==> src/rtl/ram_word_bridge.sv <==
// Bridges a 16-bit req/ack bus master onto the byte-wide, negedge-sampled system RAM.
// Each word access becomes two little-endian byte accesses (low byte first).
module ram_word_bridge #(
    parameter int ADDR_W = 16
) (
    input  logic              clk,
    input  logic              resetn,
    input  logic              req,
    input  logic              we,
    input  logic              word,
    input  logic [ADDR_W-1:0] addr,
    input  logic [15:0]       wdata,
    output logic [15:0]       rdata,
    output logic              ack,
    output logic              busy,
    output logic              ram_cs,
    output logic              ram_oe,
    output logic              ram_wr,
    output logic [ADDR_W-1:0] ram_addr,
    output logic [7:0]        ram_din,
    input  logic [7:0]        ram_q
);

    typedef enum logic [1:0] {IDLE, B0, B1, DONE} state_t;

    state_t     state;
    logic       we_r;
    logic       word_r;
    logic [7:0] wdata_hi;

    // Request attributes are only sampled in IDLE; they carry no reset.
    always_ff @(posedge clk) begin
        if (state == IDLE && req) begin
            we_r     <= we;
            word_r   <= word;
            wdata_hi <= wdata[15:8];
        end
    end

    assign ram_oe = ram_cs & ~ram_wr;

    always_ff @(posedge clk or negedge resetn) begin
        if (!resetn) begin
            state    <= IDLE;
            ack      <= 1'b0;
            busy     <= 1'b0;
            ram_cs   <= 1'b0;
            ram_wr   <= 1'b0;
            ram_addr <= '0;
            ram_din  <= 8'h00;
            rdata    <= 16'h0000;
        end else begin
            case (state)
                IDLE: begin
                    ack <= 1'b0;
                    if (req) begin
                        state    <= B0;
                        busy     <= 1'b1;
                        ram_cs   <= 1'b1;
                        ram_wr   <= we;
                        ram_addr <= addr;
                        ram_din  <= wdata[7:0];
                    end else begin
                        busy   <= 1'b0;
                        ram_cs <= 1'b0;
                        ram_wr <= 1'b0;
                    end
                end
                // The RAM has completed the low-byte access on the negedge inside B0.
                B0: begin
                    if (!we_r) rdata[7:0] <= ram_q;
                    if (word_r) begin
                        ram_addr <= ram_addr + ADDR_W'(1);
                        ram_din  <= wdata_hi;
                        state    <= B1;
                    end else begin
                        ram_cs <= 1'b0;
                        ram_wr <= 1'b0;
                        if (!we_r) rdata[15:8] <= 8'h00;
                        ack    <= 1'b1;
                        state  <= DONE;
                    end
                end
                B1: begin
                    if (!we_r) rdata[15:8] <= ram_q;
                    ram_cs <= 1'b0;
                    ram_wr <= 1'b0;
                    ack    <= 1'b1;
                    state  <= DONE;
                end
                DONE: begin
                    ack   <= 1'b0;
                    busy  <= 1'b0;
                    state <= IDLE;
                end
                default: begin
                    ack    <= 1'b0;
                    busy   <= 1'b0;
                    ram_cs <= 1'b0;
                    ram_wr <= 1'b0;
                    state  <= IDLE;
                end
            endcase
        end
    end

endmodule

==> config.mk <==
export PLATFORM = sky130hd
export DESIGN_NAME = ram_word_bridge
export DESIGN_NICKNAME = d
export VERILOG_FILES = /design/src/rtl/ram_word_bridge.sv
export SDC_FILE = /design/constraint.sdc
export NUM_CORES = 1
export LEC_CHECK = 0
export BUFFER_PORTS_ARGS = -buffer_cell sky130_fd_sc_hd__buf_2
export CORE_MARGIN = 2
export CORE_UTILIZATION = 35
export CTS_BUF_LIST = sky130_fd_sc_hd__clkbuf_8 sky130_fd_sc_hd__clkbuf_16
export DETAILED_ROUTE_END_ITERATION = 8
export HOLD_SLACK_MARGIN = 0.06
export PLACE_DENSITY_LB_ADDON = 0.08
export SKIP_CTS_REPAIR_TIMING = 1
export SYNTH_ARGS = -nofsm -noshare
export SYNTH_HDL_FRONTEND = slang
export SYNTH_SLANG_ARGS = --single-unit
==> constraint.sdc <==
create_clock -name clk -period 1.72 [get_ports clk]
set_input_delay 0.172 -clock clk [delete_from_list [all_inputs] [get_ports clk]]
set_output_delay 0.172 -clock clk [all_outputs]
set_load 0.02 [all_outputs]
After elaboration in Yosys (flattened, before gate mapping)
Index checks and enable logic that the tools add are counted.

Bits in registers: 56. Word-level logic and storage cells: 56.

Add/sub/neg operators: 1. Eq/ne operators: 8. Multiplexer cells: 21. Bitwise gates (word level): 3. Reductions and logical operators: 11.

Operators with widths (number): 2-to-1 mux 8 bit (5); 2-to-1 mux 16 bit (2); case mux 16 bit (2 select lines) (1); case mux 8 bit (2 select lines) (2); adder 16 x 1 -> 16 bit, second input constant (1); != test 2 bit, second input constant (5); case mux 1 bit (3 select lines) (3); case mux 2 bit (4 select lines) (1); nonzero test 2 bit (3); 2-to-1 mux 1 bit (5); == test 2 bit, second input constant (2); AND reduction 2 bit (2); AND reduction 4 bit (1); AND reduction 3 bit (1); nonzero test 3 bit (1); == test 2 x 1 -> 1 bit, second input constant (1); zero test 2 bit (1); 2-to-1 mux 2 bit (1); inverter 1 bit (2); case mux 1 bit (2 select lines) (1); OR reduction 2 bit (1); bitwise AND 1 bit (1); logical AND 1 bit (1).

Depth between registers and ports, before layout
Gate-level depths: netlist of the first run.

Depth in word-level cells: 3. Depth in mapped cells: 8. Gate-level depth less buffers: 6.

Least setup slack after synthesis of the first run
Ideal clock, no wire load.

Kind: register to register. Start: register ram_addr[0]. End: register ram_addr[14]. Setup time: 86 ps. Data arrival time: 1655 ps. Slack: -21 ps. Stages on the path, launching flop included: 7. Path buffers: 1. Clock period less this slack: 1741 ps. Cell sequence: dfrtp_1 -> ha_1 -> nand3_2 -> or2_0 -> buf_2 -> o311a_1 -> nor3_1.

Word-level cells in the longest chain between the ends: 3.

Ends and longest elaborated chain: start, declared (RTL line 19) `output logic [ADDR_W-1:0] ram_addr,`; start signal, assigned (RTL line 61) `ram_addr <= addr;`; start signal, assigned (RTL line 73) `ram_addr <= ram_addr + ADDR_W'(1);`; adder 16 x 1 -> 16 bit (RTL line 73); 2-to-1 mux 16 bit (RTL line 72) `if (word_r) begin`; case mux 16 bit (2 select lines) (RTL line 53) `case (state)`.

No other way between the ends. The select of a mux whose other input is x is not followed. A chain may end at the register's enable or synchronous reset.

Final worst setup path of the first run
Start: register state[0]. End: register ram_addr[13].

Word-level cells in the longest chain between the ends: 3.

Ends and longest elaborated chain: start, declared (RTL line 26) `state_t state;`; start signal, assigned (RTL line 44) `state <= IDLE;`; start signal, assigned (RTL line 57) `state <= B0;`; start signal, assigned (RTL line 75) `state <= B1;`; == test 2 x 1 -> 1 bit / zero test 2 bit (equally long branches) (RTL line 53); != test 2 bit (no source line) / nonzero test 2 bit (equally long branches); AND reduction 3 bit (no source line).

Parallel ways exist; a longest one is shown, timed or not.

==> results of run 1 <==
[power by group through the flow]
stage	sequential, uW	combinational, uW	clock [uW]
after detailed placement	2400	3810	0
after global routing	2470	4870	810
after CTS	2370	3820	765
final	2380	4410	735
after floorplan	2890	2000	0
after global placement	2380	3780	0
[cell usage after synthesis, types with 8 or more instances]
cell type   n
a21oi_1    12
buf_2      11
dfrtp_1    46
edfxtp_1   10
inv_1      10
mux2_2      9
mux2i_1    11
nand2_1    38
nand4_1    10
nor3_1     11
o21ai_0    21
o22ai_1     8
[area by class of cell]
| class | instances | area share [%] |
|---|---|---|
| well taps | 102 | 3.38 |
| flip-flops and latches | 56 | 38.5 |
| clock inverters | 3 | 0.530 |
| repair buffers | 131 | 23.0 |
| inverters | 10 | 0.993 |
| multi-input cells | 179 | 31.8 |
| clock buffers | 5 | 1.82 |
[cell families after synthesis]
family / Yosys count
AND/OR/NAND/NOR: 88
AO/OA/AOI/OAI: 65
flip-flops: 56
buffers and inverters: 29
multiplexers: 21
adder cells (fa/ha/maj): 5
[flip-flops by register name, summed over array words and instances (netlist names)]
| signal | flops |
|---|---|
| ack | 1 |
| busy | 1 |
| ram_addr | 16 |
| ram_cs | 1 |
| ram_din | 8 |
| ram_wr | 1 |
| rdata | 16 |
| state | 2 |
| wdata_hi | 8 |
| we_r | 1 |
| word_r | 1 |
[layer usage]
layer  vias up  GRT usage, %
met5         -             0
li1       1189             -
met2        69          26.0
met1      1149          23.4
met3         4          3.66
met4         0          3.73
[worst paths after layout]
path	from	end	slack (ns)
worst max-delay path	state[0]$_DFFE_PN0P_	ram_addr[13]$_DFFE_PN0P_	0.05
min in group asynchronous	resetn	state[1]$_DFFE_PN0P_	0.31
worst min-delay path	ram_q[7]	rdata[7]$_DFFE_PN0P_	0.09
max in group asynchronous	resetn	ram_addr[4]$_DFFE_PN0P_	0.82
worst max register to register	state[0]$_DFFE_PN0P_	ram_addr[13]$_DFFE_PN0P_	0.05
worst min register to register	ram_din[0]$_DFFE_PN0P_	ram_din[0]$_DFFE_PN0P_	0.49
[stage by stage]
step                TNS (ns)  area, um2  util [%]
global placement           0       3420      44.7
floorplan                  0       2750         -
detailed placement   -0.0512       3420      44.7
finish                     0       3780      49.4
global route          -0.258       3780      49.4
CTS                  -0.0923       3510      45.9
==> flow_metrics.tcl, run 1 <==
set metrics [dict create \
    nFillCells 748 \
    synth-compound-area-share_pct 15.2 \
    dp_slack_ns -0.0456 \
    fmax_mhz 600 \
    max_slew.worst_pin.slew_ns 0.411 \
    pin_count 90 \
    routed_wl_mm 7.10 \
    required_ns 1.94 \
    pwr-share-seq_pct 31.6 \
    die_area_mm2 0.00857 \
    syn2layout_area_growth_pct 37.6 \
    netlist_area_mm2 0.00275 \
    synthCells 264 \
    crit_slowest_cell "dfrtp_2" \
    dr.pass1.iters 4 \
    vias 2411 \
    stdcell_count 486 \
    syn_nets 314 \
    final_cell_mix "89 x buf_2, 43 x dfrtp_1, 38 x nand2_1" \
    worst_slack_ns 0.0542 \
    endpoint_kind "flop" \
    min_path_type "input port to flop" \
    syn_avg_cell_area_um2 10.4 \
    coreArea_mm2 0.00765 \
    synth_cell_types 44 \
    cts_tree "yes" \
    finalCriticalPeriod_ns 1.67 \
    dpl.hpwl_mm 4.80 \
    drc 0 \
    yosys.area.top_type "dfrtp_1" \
    regArea_mm2 0.00146 \
    clockPowerShare_pct 9.8 \
    yosysWarnings 0 \
    cts.sinks 56 \
    hold_slack_ns 0.0910 \
    max_slew_margin_pct 72.6 \
    clock_skew_ns 0.00438 \
    wl_per_cell_um 14.6 \
    grt_max_degree 43 \
    max_stage_delay_ns 0.41 \
    crit_arrival_ns 1.89 \
    numCtsBuffers 5 \
    final-hold-violation-count 0 \
    clk_pin_slew_worst_paths_ns 0.10 \
    pwr-share-comb_pct 58.6 \
    switching_power_uw 3310 \
    yosysTopAreaCellShare_pct 41.9 \
    grt-ovfl-total 0 \
    grt_pass1_wl_mm 11.3 \
    synthAdderAreaFrac_pct 2.28 \
    grt_usage_pct 16.5 \
    startpoint_type "flop" \
    crit_chain "inv_2 > ha_1 > nand2b_1 > buf_4 > and2_1 > o22ai_1 > a311oi_1" \
    post-route-period-util_pct 96.8 \
    synth_edf_count 10 \
    crit_type "flop to flop" \
    ir_worst_vdd_v 0.000671 \
    first_iter_violations 119 \
    path_depth 7 \
    power_density_mw_per_mm2 1990 \
    globalplace.congestion 0.812 \
    ys_seq_elements 56 \
    ant_nets 0 \
    dp.cells 457 \
    switching_share_pct 44.0 \
    finalSetupViolCount 0 \
    synth.area.top_cells "dfrtp_1 42%, edfxtp_1 11%, nand2_1 5.2%" \
    clockRootBuffer "clkbuf_8" \
    critical-path-top-delay-family "flip-flops" \
    fin_nets 433 \
    cts_max_path_buffers 2 \
    vias_per_cell 4.96 \
    ctsHtreeMaxLevel 2 \
    synthArstFlopShare_pct 82.1 \
    start_util_pct 35.9 \
    reg2reg_depth 7 \
    grt_pass1_vias 2283 \
    drt-met1-wl_mm 3.43 \
    antenna_cells 0 \
    clk_latency_ns 0.31 \
    internal_power_uw 4210 \
    drive_gt1_share_pct 39.6 \
    yosys-mux-area-fraction_pct 8.11 \
    port_buffers 89 \
    synth_top_family_by_area "simple AND/OR/NAND/NOR gates" \
    highest_layer "met4" \
    route.met2.wl_mm 3.29 \
    yosysSeqAreaShare_pct 52.8 \
    grt_setup_unrepaired "yes" \
    antenna_found_initial 0 \
    fp.dieW_um 92.6 \
    multi_input_area_mm2 0.00120 \
    final_common_cell "buf_2" \
    hold_depth 2 \
    drv_cap 0 \
    power_uw 7520 \
    slew_violations 0 \
    synthSimpleGateAreaFrac_pct 17.0 \
    synthFlopType "dfrtp_1" \
    synth-xor-area-share_pct 0 \
    routed-wl-met3_um 334 \
    placementRows 32 \
    path_max_fanout 8 \
    dieHeight_um 92.6 \
    leakagePower_uw 0.00171 \
    status "finished clean" \
    worst-path-buf-inv 2 \
]
No activity file was read; power rests on OpenSTA's default activity.
==> run 2, diff against run 1 <==
--- a/config.mk
+++ b/config.mk
@@ -12,6 +12,7 @@
 export DETAILED_ROUTE_END_ITERATION = 8
 export HOLD_SLACK_MARGIN = 0.06
 export PLACE_DENSITY_LB_ADDON = 0.08
+export REMOVE_ABC_BUFFERS = 1
 export SKIP_CTS_REPAIR_TIMING = 1
 export SYNTH_ARGS = -nofsm -noshare
 export SYNTH_HDL_FRONTEND = slang
==> run 2 against run 1 <==
Net effect:
- core utilization down 1.0 points
- clock power grew 5.4%
- critical endpoint is now ram_addr[11]$_DFFE_PN0P_
- non-clock buffer count fell by 4
- highest routed layer unchanged
- largest cell class unchanged
- sequential share of layout area increased by 0.73 points
- cell count fell by 0.82%
- hold slack better by 0.0098 ns
- design area down 2.1%
- via count is 2.9% lower
- global-route usage decreased by 0.40 points
- first-iteration DRC count is 12% lower
- combinational power shrank 7.7%
==> flow_metrics.tcl, run 2 (synthesized netlist as in run 1, its figures left out) <==
set metrics [dict create \
    final_cell_mix "89 x buf_2, 46 x dfrtp_1, 38 x nand2_1" \
    routed_wl_mm 6.66 \
    final-hold-violation-count 0 \
    wl_per_cell_um 13.8 \
    reg_top3 "ram_addr: 16 flops, rdata: 16 flops" \
    coreArea_mm2 0.00765 \
    required_ns 1.95 \
    vias 2341 \
    dpl.hpwl_mm 4.78 \
    final_common_cell "buf_2" \
    crit_type "flop to flop" \
    vias_per_cell 4.86 \
    first_iter_violations 105 \
    drc 0 \
    stdcell_count 482 \
    ir_worst_vdd_v 0.000633 \
    finalCriticalPeriod_ns 1.60 \
    cts_max_path_buffers 2 \
    finalSetupViolCount 0 \
    dr.pass1.iters 4 \
    numCtsBuffers 5 \
    fmax_mhz 623 \
    nFillCells 760 \
    clk_pin_slew_worst_paths_ns 0.10 \
    worst-path-buf-inv 3 \
    fin_nets 429 \
    ant_nets 0 \
    power_uw 7170 \
    grt_max_degree 47 \
    drv_cap 0 \
    crit_chain "inv_1 > ha_1 > buf_4 > o211ai_2 > buf_12 > nor3_1 > a211oi_1" \
    cts_tree "yes" \
    grt_pass1_wl_mm 11.0 \
    clock_skew_ns 0.0109 \
    dp.cells 463 \
    antenna_cells 0 \
    grt_pass1_vias 2283 \
    leakagePower_uw 0.00170 \
    clockRootBuffer "clkbuf_8" \
    fp.dieW_um 92.6 \
    max_stage_delay_ns 0.39 \
    post-route-period-util_pct 93.3 \
    drive_gt1_share_pct 37.9 \
    pin_count 90 \
    grt-ovfl-total 0 \
    grt_usage_pct 16.1 \
    dp_slack_ns 0.0642 \
    antenna_found_initial 0 \
    globalplace.congestion 0.803 \
    critical-path-top-delay-family "buffers and inverters" \
    port_buffers 89 \
    slew_violations 0 \
    crit_slowest_cell "dfrtp_1" \
    grt_setup_unrepaired "yes" \
    status "finished clean" \
    placementRows 32 \
    start_util_pct 35.9 \
    crit_arrival_ns 1.83 \
    endpoint_kind "flop" \
    max_slew_margin_pct 60.7 \
    startpoint_type "flop" \
    cts.sinks 56 \
    min_path_type "input port to flop" \
    syn2layout_area_growth_pct 34.7 \
    path_max_fanout 20 \
    dieHeight_um 92.6 \
    ctsHtreeMaxLevel 2 \
    power_density_mw_per_mm2 1940 \
    worst_slack_ns 0.116 \
    clk_latency_ns 0.32 \
    max_slew.worst_pin.slew_ns 0.589 \
    die_area_mm2 0.00857 \
]
[run 2: layout make-up]
class | instances | area [um2] | share of cell area, %
Timing Repair Buffer | 127 | 808 | 21.9
Clock buffer | 6 | 82.6 | 2.23
Multi-Input combinational cell | 179 | 1180 | 31.8
Tap cell | 102 | 128 | 3.45
Clock inverter | 2 | 13.8 | 0.372
Inverter | 10 | 37.5 | 1.01
Sequential cell | 56 | 1450 | 39.2
[run 2: stage by stage]
| stage | util, % | area [um2] | setup TNS (ns) | hold WS [ns] |
|---|---|---|---|---|
| floorplan | - | 2660 | -41.94 | -0.124 |
| global placement | 45.6 | 3490 | 0 | 0.312 |
| detailed placement | 45.6 | 3490 | 0 | 0.304 |
| CTS | 46.8 | 3580 | 0 | -0.0416 |
| global route | 48.4 | 3700 | -0.00135 | 0.0898 |
| finish | 48.4 | 3700 | 0 | 0.101 |
[run 2: layer usage]
| layer | track usage (%) | up-vias | wire (um) |
|---|---|---|---|
| met5 | 0 | - | 0 |
| met4 | 4.48 | 0 | 74 |
| met3 | 3.99 | 7 | 391 |
| met2 | 24.9 | 68 | 2950 |
| met1 | 22.6 | 1084 | 3240 |
| li1 | - | 1182 | - |
[run 2: tightest hold or removal path, stage by stage]
cell	delay [ns]
buf_2	0.10
nand2_1	0.06
o21ai_1	0.05
[run 2: worst paths after layout]
| check | start | endpoint | slack, ns | cells after the start |
|---|---|---|---|---|
| hold reg to reg | rdata[10]$_DFFE_PN0P_ | rdata[10]$_DFFE_PN0P_ | 0.48 | 2 |
| setup reg to reg | state[0]$_DFFE_PN0P_ | ram_addr[11]$_DFFE_PN0P_ | 0.12 | 7 |
| setup / recovery | state[0]$_DFFE_PN0P_ | ram_addr[11]$_DFFE_PN0P_ | 0.12 | 7 |
| hold / removal | ram_q[6] | rdata[14]$_DFFE_PN0P_ | 0.10 | 3 |
| max in group asynchronous | resetn | state[0]$_DFFE_PN0P_ | 0.85 | 3 |
| min in group asynchronous | resetn | ram_addr[5]$_DFFE_PN0P_ | 0.46 | 3 |
[run 2: power by group]
group	switching, uW	internal, uW	leakage, uW	total (uW)
clock	445	331	0.0000516	775
combinational	2300	1760	0.00100	4070
sequential	416	1910	0.000647	2330
==> run 3, diff against run 2 <==
==> constraint.sdc (replaced) <==
create_clock -name clk -period 1.72 [get_ports clk]
set_input_delay 0.086 -clock clk [delete_from_list [all_inputs] [get_ports clk]]
set_output_delay 0.086 -clock clk [all_outputs]
set_load 0.02 [all_outputs]
==> run 3 against run 2 <==
Net effect:
- worst setup slack improved by 0.0017 ns
- non-clock buffer count increased by 9
- flip-flop and latch count unchanged
- fmax increased by 0.11%
- via count increased by 1.2%
- die area unchanged
- count of clock-buffer cells in the layout decreased by 1
- clock skew increased by 0.00093 ns
- register-to-register slack about the same
- sequential power about the same
- largest power group unchanged
- highest routed layer unchanged
==> flow_metrics.tcl, run 3 (synthesized netlist as in run 1, its figures left out) <==
set metrics [dict create \
    path_max_fanout 14 \
    clockRootBuffer "clkbuf_8" \
    start_util_pct 35.9 \
    die_area_mm2 0.00857 \
    port_buffers 89 \
    crit_arrival_ns 1.81 \
    leakagePower_uw 0.00174 \
    finalSetupViolCount 0 \
    nFillCells 752 \
    final-hold-violation-count 0 \
    ir_worst_vdd_v 0.000642 \
    antenna_found_initial 0 \
    drc 0 \
    power_uw 7200 \
    dr.pass1.iters 4 \
    numCtsBuffers 5 \
    placementRows 32 \
    ctsHtreeMaxLevel 2 \
    fmax_mhz 624 \
    grt_pass1_vias 2300 \
    dp.cells 463 \
    ant_nets 0 \
    clock_skew_ns 0.0118 \
    fp.dieW_um 92.6 \
    grt_pass1_wl_mm 11.4 \
    drv_cap 0 \
    wl_per_cell_um 14.1 \
    required_ns 1.92 \
    dpl.hpwl_mm 5.08 \
    crit_chain "inv_1 > ha_2 > nand2b_2 > o211a_1 > buf_12 > o22ai_1 > a211oi_1" \
    worst_slack_ns 0.118 \
    power_density_mw_per_mm2 1890 \
    post-route-period-util_pct 93.2 \
    grt_usage_pct 16.5 \
    final_cell_mix "89 x buf_2, 46 x dfrtp_1, 38 x nand2_1" \
    fin_nets 438 \
    endpoint_kind "flop" \
    pin_count 90 \
    clk_pin_slew_worst_paths_ns 0.11 \
    status "finished clean" \
    grt_setup_unrepaired "no" \
    regArea_mm2 0.00145 \
    grt-ovfl-total 0 \
    stdcell_count 491 \
    globalplace.congestion 0.812 \
    slew_violations 0 \
    reg_top3 "ram_addr: 16 flops, rdata: 16 flops" \
    min_path_type "input port to flop" \
    max_stage_delay_ns 0.39 \
    vias_per_cell 4.82 \
    max_slew_margin_pct 60.5 \
    clk_latency_ns 0.31 \
    cts.sinks 56 \
    cts_tree "yes" \
    dieHeight_um 92.6 \
    max_slew.worst_pin.slew_ns 0.593 \
    drive_gt1_share_pct 37.0 \
    multi_input_area_mm2 0.00119 \
    vias 2369 \
    dp_slack_ns 0.0761 \
    finalCriticalPeriod_ns 1.60 \
    crit_slowest_cell "dfrtp_1" \
    startpoint_type "flop" \
    coreArea_mm2 0.00765 \
    tns_ns 0 \
    crit_type "flop to flop" \
    syn2layout_area_growth_pct 38.5 \
    first_iter_violations 85 \
    cts_max_path_buffers 2 \
    final_common_cell "buf_2" \
    routed_wl_mm 6.90 \
    antenna_cells 0 \
    grt_max_degree 30 \
]
-- run 3: critical path, delay by kind of cell (launching register included) --
kind,cells,cell delay (ns)
AND/OR/NAND/NOR,1,0.16
buffers and inverters,2,0.25
AO/OA/AOI/OAI,3,0.39
adder cells (fa/ha/maj),1,0.30
flip-flops,1,0.39
-- run 3: path summary, 6_finish.rpt --
path                                   startpoint                       end  slack, ns  depth (start not counted)
setup / recovery             state[1]$_DFFE_PN0P_  ram_addr[11]$_DFFE_PN0P_       0.12                          7
hold reg to reg            ram_din[4]$_DFFE_PN0P_    ram_din[4]$_DFFE_PN0P_       0.49                          2
hold / removal                           wdata[4]    ram_din[4]$_DFFE_PN0P_       0.05                          3
max in group asynchronous                  resetn        ram_cs$_DFFE_PN0P_       0.88                          3
setup reg to reg             state[1]$_DFFE_PN0P_  ram_addr[11]$_DFFE_PN0P_       0.12                          7
min in group asynchronous                  resetn    ram_din[4]$_DFFE_PN0P_       0.30                          2
-- run 3: metrics by stage --
step                      cell area (um2)  utilization [%]  hold slack (ns)
after CTS                            3570             46.7           -0.223
after floorplan                      2660                -           -0.210
after detailed placement             3490             45.6            0.126
final                                3800             49.7           0.0495
after global routing                 3800             49.7           0.0680
after global placement               3490             45.6            0.124
-- run 3: area by class of cell --
type | instances | share of cell area [%]
multi-input cells | 179 | 31.4
clock buffers | 5 | 1.81
well taps | 102 | 3.36
inverters | 10 | 0.987
clock inverters | 3 | 0.461
repair buffers | 136 | 23.8
flip-flops and latches | 56 | 38.2
-- run 3: where the power goes --
group	switching [uW]	internal, uW
clock network	449	286
registers	424	1910
logic	2330	1800
-- run 3: per-layer routing --
layer | GRT usage, % | vias to the layer above | share of wire (%)
li1 | - | 1205 | -
met1 | 22.5 | 1097 | 47
met4 | 4.10 | 0 | 0.77
met3 | 4.88 | 4 | 6.1
met2 | 25.9 | 63 | 46
met5 | 0 | - | 0
